--- config.mk ---
export PLATFORM = sky130hd
export DESIGN_NAME = cap_ctrl
export DESIGN_NICKNAME = d
export VERILOG_FILES = /design/src/rtl/cap_ctrl.sv
export SDC_FILE = /design/constraint.sdc
export NUM_CORES = 1
export LEC_CHECK = 0
export ABC_AREA = 1
export BUFFER_PORTS_ARGS = -buffer_cell sky130_fd_sc_hd__buf_2
export CAP_MARGIN = 20
export CORE_UTILIZATION = 47
export CTS_CLUSTER_DIAMETER = 40
export DETAILED_ROUTE_END_ITERATION = 10
export MAX_ROUTING_LAYER = met4
export PLACE_DENSITY = 0.68
export SETUP_SLACK_MARGIN = 0.02
export SLEW_MARGIN = 20
export SYNTH_ARGS = -nofsm -noshare
export SYNTH_HDL_FRONTEND = slang
export SYNTH_SLANG_ARGS = --single-unit
--- constraint.sdc ---
create_clock -name PCLK -period 2.9 [get_ports PCLK]
set_input_delay 0.58 -clock PCLK [delete_from_list [all_inputs] [get_ports PCLK]]
set_output_delay 0.58 -clock PCLK [all_outputs]
set_load 0.01 [all_outputs]
--- src/rtl/cap_ctrl.sv ---
// Camera frame capture controller: arms on START, gates HREF between
// VSYNC edges, counts lines and frames, and flags overflow/line errors.
module cap_ctrl #(
   parameter logic [10:0] EXP_LINES = 11'd1024
) (
   input  logic        PCLK,
   input  logic        RST_N,
   input  logic        START,
   input  logic        CONT,
   input  logic        STOP,
   input  logic        ERR_CLR,
   input  logic        VSYNC,
   input  logic        HREF,
   input  logic        FIFO_FULL,
   output logic        HREF_O,
   output logic        BUSY,
   output logic        DONE,
   output logic        OVF,
   output logic        LINE_ERR,
   output logic [15:0] FRAME_CNT,
   output logic [10:0] LINE_CNT
);

   typedef enum logic [2:0] {
      S_IDLE,
      S_ARM,
      S_SYNC,
      S_CAP,
      S_FIN
   } state_t;

   state_t      state_q, state_d;
   logic        cap_en_q, cap_en_d;
   logic        cont_q, cont_d;
   logic        stop_q, stop_d;
   logic        vs_q, hr_q;
   logic [10:0] lines_q, lines_d;
   logic        done_q, done_d;
   logic        ovf_q, ovf_d;
   logic        lerr_q, lerr_d;
   logic        busy_q;
   logic [15:0] frame_cnt_q, frame_cnt_d;
   logic [10:0] line_cnt_q, line_cnt_d;

   logic vs_rise, vs_fall, hr_fall, href_g;

   assign vs_rise = VSYNC & ~vs_q;
   assign vs_fall = ~VSYNC & vs_q;
   assign hr_fall = ~HREF & hr_q;
   assign href_g  = HREF & cap_en_q;

   always_comb begin
      state_d     = state_q;
      cap_en_d    = cap_en_q;
      cont_d      = cont_q;
      stop_d      = stop_q;
      lines_d     = lines_q;
      done_d      = 1'b0;
      ovf_d       = ovf_q;
      lerr_d      = lerr_q;
      frame_cnt_d = frame_cnt_q;
      line_cnt_d  = line_cnt_q;
      if (ERR_CLR) begin
         ovf_d  = 1'b0;
         lerr_d = 1'b0;
      end
      unique case (state_q)
         S_IDLE: begin
            if (START) begin
               state_d = S_ARM;
               cont_d  = CONT;
               stop_d  = 1'b0;
            end
         end
         S_ARM: begin
            if (STOP) begin
               state_d = S_IDLE;
            end else if (VSYNC) begin
               state_d = S_SYNC;
            end
         end
         S_SYNC: begin
            if (STOP) begin
               state_d = S_IDLE;
            end else if (vs_fall) begin
               state_d  = S_CAP;
               cap_en_d = 1'b1;
               lines_d  = '0;
            end
         end
         S_CAP: begin
            if (STOP) begin
               stop_d = 1'b1;
            end
            if (hr_fall && (lines_q != 11'h7FF)) begin
               lines_d = lines_q + 11'd1;
            end
            // Overflow aborts the frame even if VSYNC rises in the same cycle
            if (FIFO_FULL && href_g) begin
               ovf_d    = 1'b1;
               cap_en_d = 1'b0;
               state_d  = S_IDLE;
            end else if (vs_rise) begin
               cap_en_d    = 1'b0;
               state_d     = S_FIN;
               done_d      = 1'b1;
               frame_cnt_d = frame_cnt_q + 16'd1;
               line_cnt_d  = lines_d;
               if (lines_d != EXP_LINES) begin
                  lerr_d = 1'b1;
               end
            end
         end
         S_FIN: begin
            if (cont_q && !stop_q && !STOP) begin
               state_d = S_SYNC;
            end else begin
               state_d = S_IDLE;
            end
         end
         default: begin
            state_d = S_IDLE;
         end
      endcase
   end

   always_ff @(posedge PCLK or negedge RST_N) begin
      if (!RST_N) begin
         state_q     <= S_IDLE;
         cap_en_q    <= 1'b0;
         cont_q      <= 1'b0;
         stop_q      <= 1'b0;
         vs_q        <= 1'b0;
         hr_q        <= 1'b0;
         lines_q     <= '0;
         done_q      <= 1'b0;
         ovf_q       <= 1'b0;
         lerr_q      <= 1'b0;
         busy_q      <= 1'b0;
         frame_cnt_q <= '0;
         line_cnt_q  <= '0;
      end else begin
         state_q     <= state_d;
         cap_en_q    <= cap_en_d;
         cont_q      <= cont_d;
         stop_q      <= stop_d;
         vs_q        <= VSYNC;
         hr_q        <= HREF;
         lines_q     <= lines_d;
         done_q      <= done_d;
         ovf_q       <= ovf_d;
         lerr_q      <= lerr_d;
         busy_q      <= (state_d != S_IDLE);
         frame_cnt_q <= frame_cnt_d;
         line_cnt_q  <= line_cnt_d;
      end
   end

   assign HREF_O    = href_g;
   assign BUSY      = busy_q;
   assign DONE      = done_q;
   assign OVF       = ovf_q;
   assign LINE_ERR  = lerr_q;
   assign FRAME_CNT = frame_cnt_q;
   assign LINE_CNT  = line_cnt_q;

endmodule

== After elaboration in Yosys (flattened, before gate mapping) ==
Index checks and enable logic that the tools add are counted.

* Word-level logic and storage cells: 82
* Output and inout port bits: 32
* Bits in registers: 50
* Input bits: 9

* Add/subtract/negate cells: 2
* Bitwise operators: 8
* Reduce and logical (&&, ||, !) cells: 15
* Eq/ne operators: 11
* Mux-type cells: 33

{| class="wikitable"
|+ Operator list
! kind !! number
|-
| 11-bit 2-to-1 mux || 4
|-
| 11-bit inequality test, second input constant || 2
|-
| 11-bit case mux with 2 select lines || 1
|-
| 3-bit 2-to-1 mux || 7
|-
| 1-bit 2-to-1 mux || 17
|-
| 16-bit by 1-bit adder with 16-bit output, second input constant || 1
|-
| 3-bit case mux with 5 select lines || 1
|-
| 11-bit by 1-bit adder with 11-bit output, second input constant || 1
|-
| 3-bit AND reduction || 3
|-
| 2-bit inequality test, second input constant || 4
|-
| 3-bit by 2-bit == test with 1-bit output, second input constant || 2
|-
| 1-bit bitwise AND || 4
|-
| 1-bit logical AND || 4
|-
| 1-bit NOT || 4
|-
| 1-bit case mux with 2 select lines || 2
|-
| 4-bit AND reduction || 1
|-
| 2-bit nonzero test || 2
|-
| 3-bit by 1-bit == test with 1-bit output, second input constant || 1
|-
| 3-bit == test, second input constant || 1
|-
| 3-bit zero test || 1
|-
| 3-bit inequality test, second input constant || 1
|-
| 3-bit nonzero test || 1
|-
| 1-bit zero test || 2
|-
| 2-bit 2-to-1 mux || 1
|-
| 2-bit AND reduction || 1
|}

== Longest topological paths before layout ==
* Word-level depth: 10
* Depth in mapped cells: 13
* Depth with buffers taken out: 12

== Worst setup path before layout ==
OpenSTA, ideal clock, no wires.

* Path type: input-to-reg
* From: in VSYNC
* To: reg frame_cnt_q[15], in the netlist FRAME_CNT[15]
* Path buffers: 0
* Cell stages on the path: 8
* Arrival time: 1485 ps
* Setup slack: 1290 ps
* Library setup time: 125 ps
* Required time: 2775 ps
* Cell sequence: inv_1 nor2_1 nand3_4 clkinv_2 nand4_4 nor2_4 nand2_2 xnor2_2

* Word-level cells in the longest chain between the ends: 2

{| class="wikitable"
|+ RTL lines
! item !! RTL line !! text
|-
| start: declaration || 12 || <nowiki>input logic VSYNC,</nowiki>
|-
| 1-bit bitwise AND || 47 || <nowiki>assign vs_rise = VSYNC & ~vs_q;</nowiki>
|-
| 3-bit AND reduction (no line) || -- ||
|-
| end signal: assignment || 154 || <nowiki>frame_cnt_q <= frame_cnt_d;</nowiki>
|-
| end: declaration || 42 || <nowiki>logic [15:0] frame_cnt_q, frame_cnt_d;</nowiki>
|}

No other way between the ends.
A chain may end at the register's enable or synchronous reset.

== Worst setup path in the final report ==
* From: reg state_q[2]
* To: reg frame_cnt_q[15], in the netlist FRAME_CNT[15]

* Word-level cells in the longest chain between the ends: 2

{| class="wikitable"
|+ RTL lines
! item !! RTL line !! text
|-
| start: declaration || 32 || <nowiki>state_t state_q, state_d;</nowiki>
|-
| start signal: assignment || 143 || <nowiki>state_q <= state_d;</nowiki>
|-
| 3-bit by 2-bit == test with 1-bit output || 67 || <nowiki>unique case (state_q)</nowiki>
|-
| 3-bit AND reduction (no line) || -- ||
|}

No other way between the ends.

==> results.py <==
metrics = {
    "sta": {
        "timing.final.max_slew_violations": 0,
        "period_needed_ns": 2.147,
        "max_freq_mhz": 465.7,
        "setup-tns-final_ns": 0,
        "rsz0062_at_grt": "no",
        "slew_headroom_pct": 70.50,
        "hold_violations": 0,
        "clock_skew_ns": 0.01147,
        "period_share_pct": 74.05,
        "whs_ns": 0.1414,
        "setup_violations": 0,
        "tightest_slew_ns": 0.4415,
    },
    "run_status": {
        "status": "finished clean",
    },
    "cells_and_area": {
        "nNetsFinal": 344,
        "diodes": 0,
        "fillers": 496,
        "synthToLayoutAreaGrowth_pct": 14.44,
        "drive_gt1_share_pct": 20.96,
    },
    "grt": {
        "grt_max_degree": 33,
        "grt-busiest-layer": "met2",
        "track_usage_pct": 21.41,
        "first_global_vias": 1886,
        "met2_usage_pct": 35.34,
        "grt-ovfl-total": 0,
        "grt_pass1_wl_um": 8804,
        "antenna_found_initial": 0,
        "grt_util_met1_pct": 27.44,
        "gr-usage-met3_pct": 4.150,
    },
    "clock_network": {
        "cts_htree_levels": 2,
        "cts_buffers": 5,
        "cts_setup_buffers": 0,
        "cts_sinks": 50,
        "cts_buffer_depth": 2,
        "cts_root_buffer": "clkbuf_8",
        "cts_resized": 0,
        "clk_pin_slew_ns": 0.10,
        "clkLatencyLatePin_ns": 0.31,
        "cts_tree": "yes",
        "postCtsHoldBufs": 0,
    },
    "yosys": {
        "yosysSeqAreaShare_pct": 50.33,
        "ys_ff_latch": 50,
        "syn_avg_cell_area_um2": 8.573,
        "yosys_most_used_dff": "dfrtp_1",
        "syn_nets": 301,
        "synth_top_area_share_pct": 50.33,
        "synthCells": 290,
        "synth_common_cells": "75 x nand2_1, 50 x dfrtp_1, 33 x inv_1",
        "synth_edf_count": 0,
        "synth.area.top_cells": "dfrtp_1 50%, nand2_1 11%, inv_1 5.0%",
        "synthesis.area_um2": 2486,
        "post-synth-top-area-cell": "dfrtp_1",
        "post-synth-top-count-cell": "nand2_1",
        "yosysUniqueCellTypes": 34,
        "ys_warn_count": 0,
        "synthArstFlopShare_pct": 100.0,
    },
    "flow_run": {
        "max_cap_viol_count": 0,
    },
    "route": {
        "vias": 1995,
        "routedWlPerCell_um": 12.69,
        "drt_pre_antenna_iters": 4,
        "detail_route.iter0.violations": 88,
        "wl_um": 5127,
        "drc_errors": 0,
        "routed_via_density": 4.938,
        "final_antenna_net_count": 0,
    },
    "setup_path": {
        "slowest_stage": "dfrtp_1",
        "critPathLaunchType": "flip-flop",
        "crit_arrival_ns": 2.34,
        "path_common_cell": "clkinv_2",
        "required_ns": 3.09,
        "path_buf_inv": 3,
        "end_kind": "flip-flop",
        "crit_type": "flip-flop to flip-flop",
        "cp_top_family": "simple AND/OR/NAND/NOR gates",
        "crit_chain": "inv_2, nand3_2, clkinv_2, nand3_4, clkinv_2, nand4_4, nor2_4, nand2_2, xnor2_2",
        "reg2reg_slack_ns": 0.75,
        "slowest_delay_ns": 0.44,
        "cp_max_fo": 32,
    },
    "pwr": {
        "leakagePower_nw": 1.479,
        "max-vdd-ir-drop_mv": 0.4544,
        "pwr_density_cell_nw_per_um2": 674.6,
    },
    "floorplanning": {
        "ioPinCount": 41,
        "core_area_um2": 5107,
        "std_cell_rows": 26,
        "die_w_um": 74.73,
        "initial_core_util_pct": 48.68,
        "die_area_um2": 5585,
        "die_h_um": 74.73,
    },
    "placed_design": {
        "numPortBuffers": 40,
        "dp_hpwl_um": 3760,
        "place_congestion": 0.9362,
    },
    "min_path": {
        "hp-class": "input pin to asynchronous set/reset pin",
    },
}
## flip-flops by register name, summed over array words and instances, names as in the netlist
name,cells
vs_q,1
LINE_ERR,1
lines_q,11
cap_en_q,1
OVF,1
state_q,3
DONE,1
LINE_CNT,11
cont_q,1
stop_q,1
FRAME_CNT,16
hr_q,1
BUSY,1
## where the power goes
part | leakage (nW) | internal (mW) | switching [mW]
sequential | 0.660 | 0.840 | 0.131
clock | 0.0458 | 0.175 | 0.244
combinational | 0.773 | 0.208 | 0.320
## final timing paths
check | cells after the start | startpoint | endpoint
min reg2reg | 2 | LINE_CNT[2] | LINE_CNT[2]
min in group PCLK | 1 | VSYNC | vs_q
max in group asynchronous | 2 | RST_N | FRAME_CNT[8]
max reg2reg | 9 | state_q[2] | FRAME_CNT[15]
max | 9 | state_q[2] | FRAME_CNT[15]
min | 1 | RST_N | DONE
## cell type report
class / instances / area (um^2) / area share (%)
inverters: 39 / 148.9 / 5.233
repair buffers: 42 / 215.2 / 7.564
clock inverters: 2 / 17.52 / 0.6157
flip-flops and latches: 50 / 1251 / 43.98
well taps: 70 / 87.58 / 3.078
clock buffers: 6 / 72.57 / 2.551
multi-input cells: 195 / 1052 / 36.98
## per-stage QoR
stage / power (mW) / area (um^2) / cells / utilization, % / worst slack, ns
6_report: 1.919 / 2845 / 404 / 55.71 / 0.7526
5_1_grt: 2.063 / 2845 / 404 / 55.71 / 0.5681
4_1_cts: 1.932 / 2845 / 404 / 55.71 / 0.7491
3_5_place_dp: 1.514 / 2755 / 396 / 53.94 / 0.7488
3_3_place_gp: 1.499 / 2755 / 396 / 53.94 / 0.7863
2_1_floorplan: 1.319 / 2486 / 290 / - / 1.290
## cells by family (layout without fill, tap and decap cells)
| family | count (synthesis) | in the layout | synth area share (%) |
|---|---|---|---|
| AND/OR/NAND/NOR | 149 | 149 | 29.19 |
| flip-flops | 50 | 50 | 50.33 |
| buffers and inverters | 45 | 89 | 7.348 |
| AO/OA/AOI/OAI | 29 | 29 | 6.543 |
| XOR/XNOR | 15 | 15 | 5.587 |
| adder cells (fa/ha/maj) | 2 | 2 | 1.006 |
## per-layer routing
layer	part of all wire, %	wire (um)
met5	0	0
met4	0.90	46
met3	3.1	158
met2	47	2397
met1	49	2524
## layout by cell type (no fill, tap or decap), types with 2 or more instances in the layout
cell type	n
nor2_1	26
clkbuf_8	5
nand3_2	2
inv_2	4
nand4_1	8
a31oi_1	2
ha_1	2
xnor2_1	3
o21ai_1	10
o22ai_1	10
clkinv_2	2
nand2_1	75
o21ai_0	4
inv_1	33
nor2_4	2
nor3_2	2
dfrtp_1	50
xor2_1	11
nand2_2	3
a21oi_1	2
nand3_1	17
buf_2	40
buf_4	2
nor3_1	6
## worst reg2reg max path: cells and delay by family (launching register included)
family                    cells  cell delay (ns)
and+or+nand+nor               5             0.94
xor gates and xnor gates      1             0.12
DFF                           1             0.44
buffers and inverters         3             0.52
Note: power is estimated with default switching activity, not from simulation.
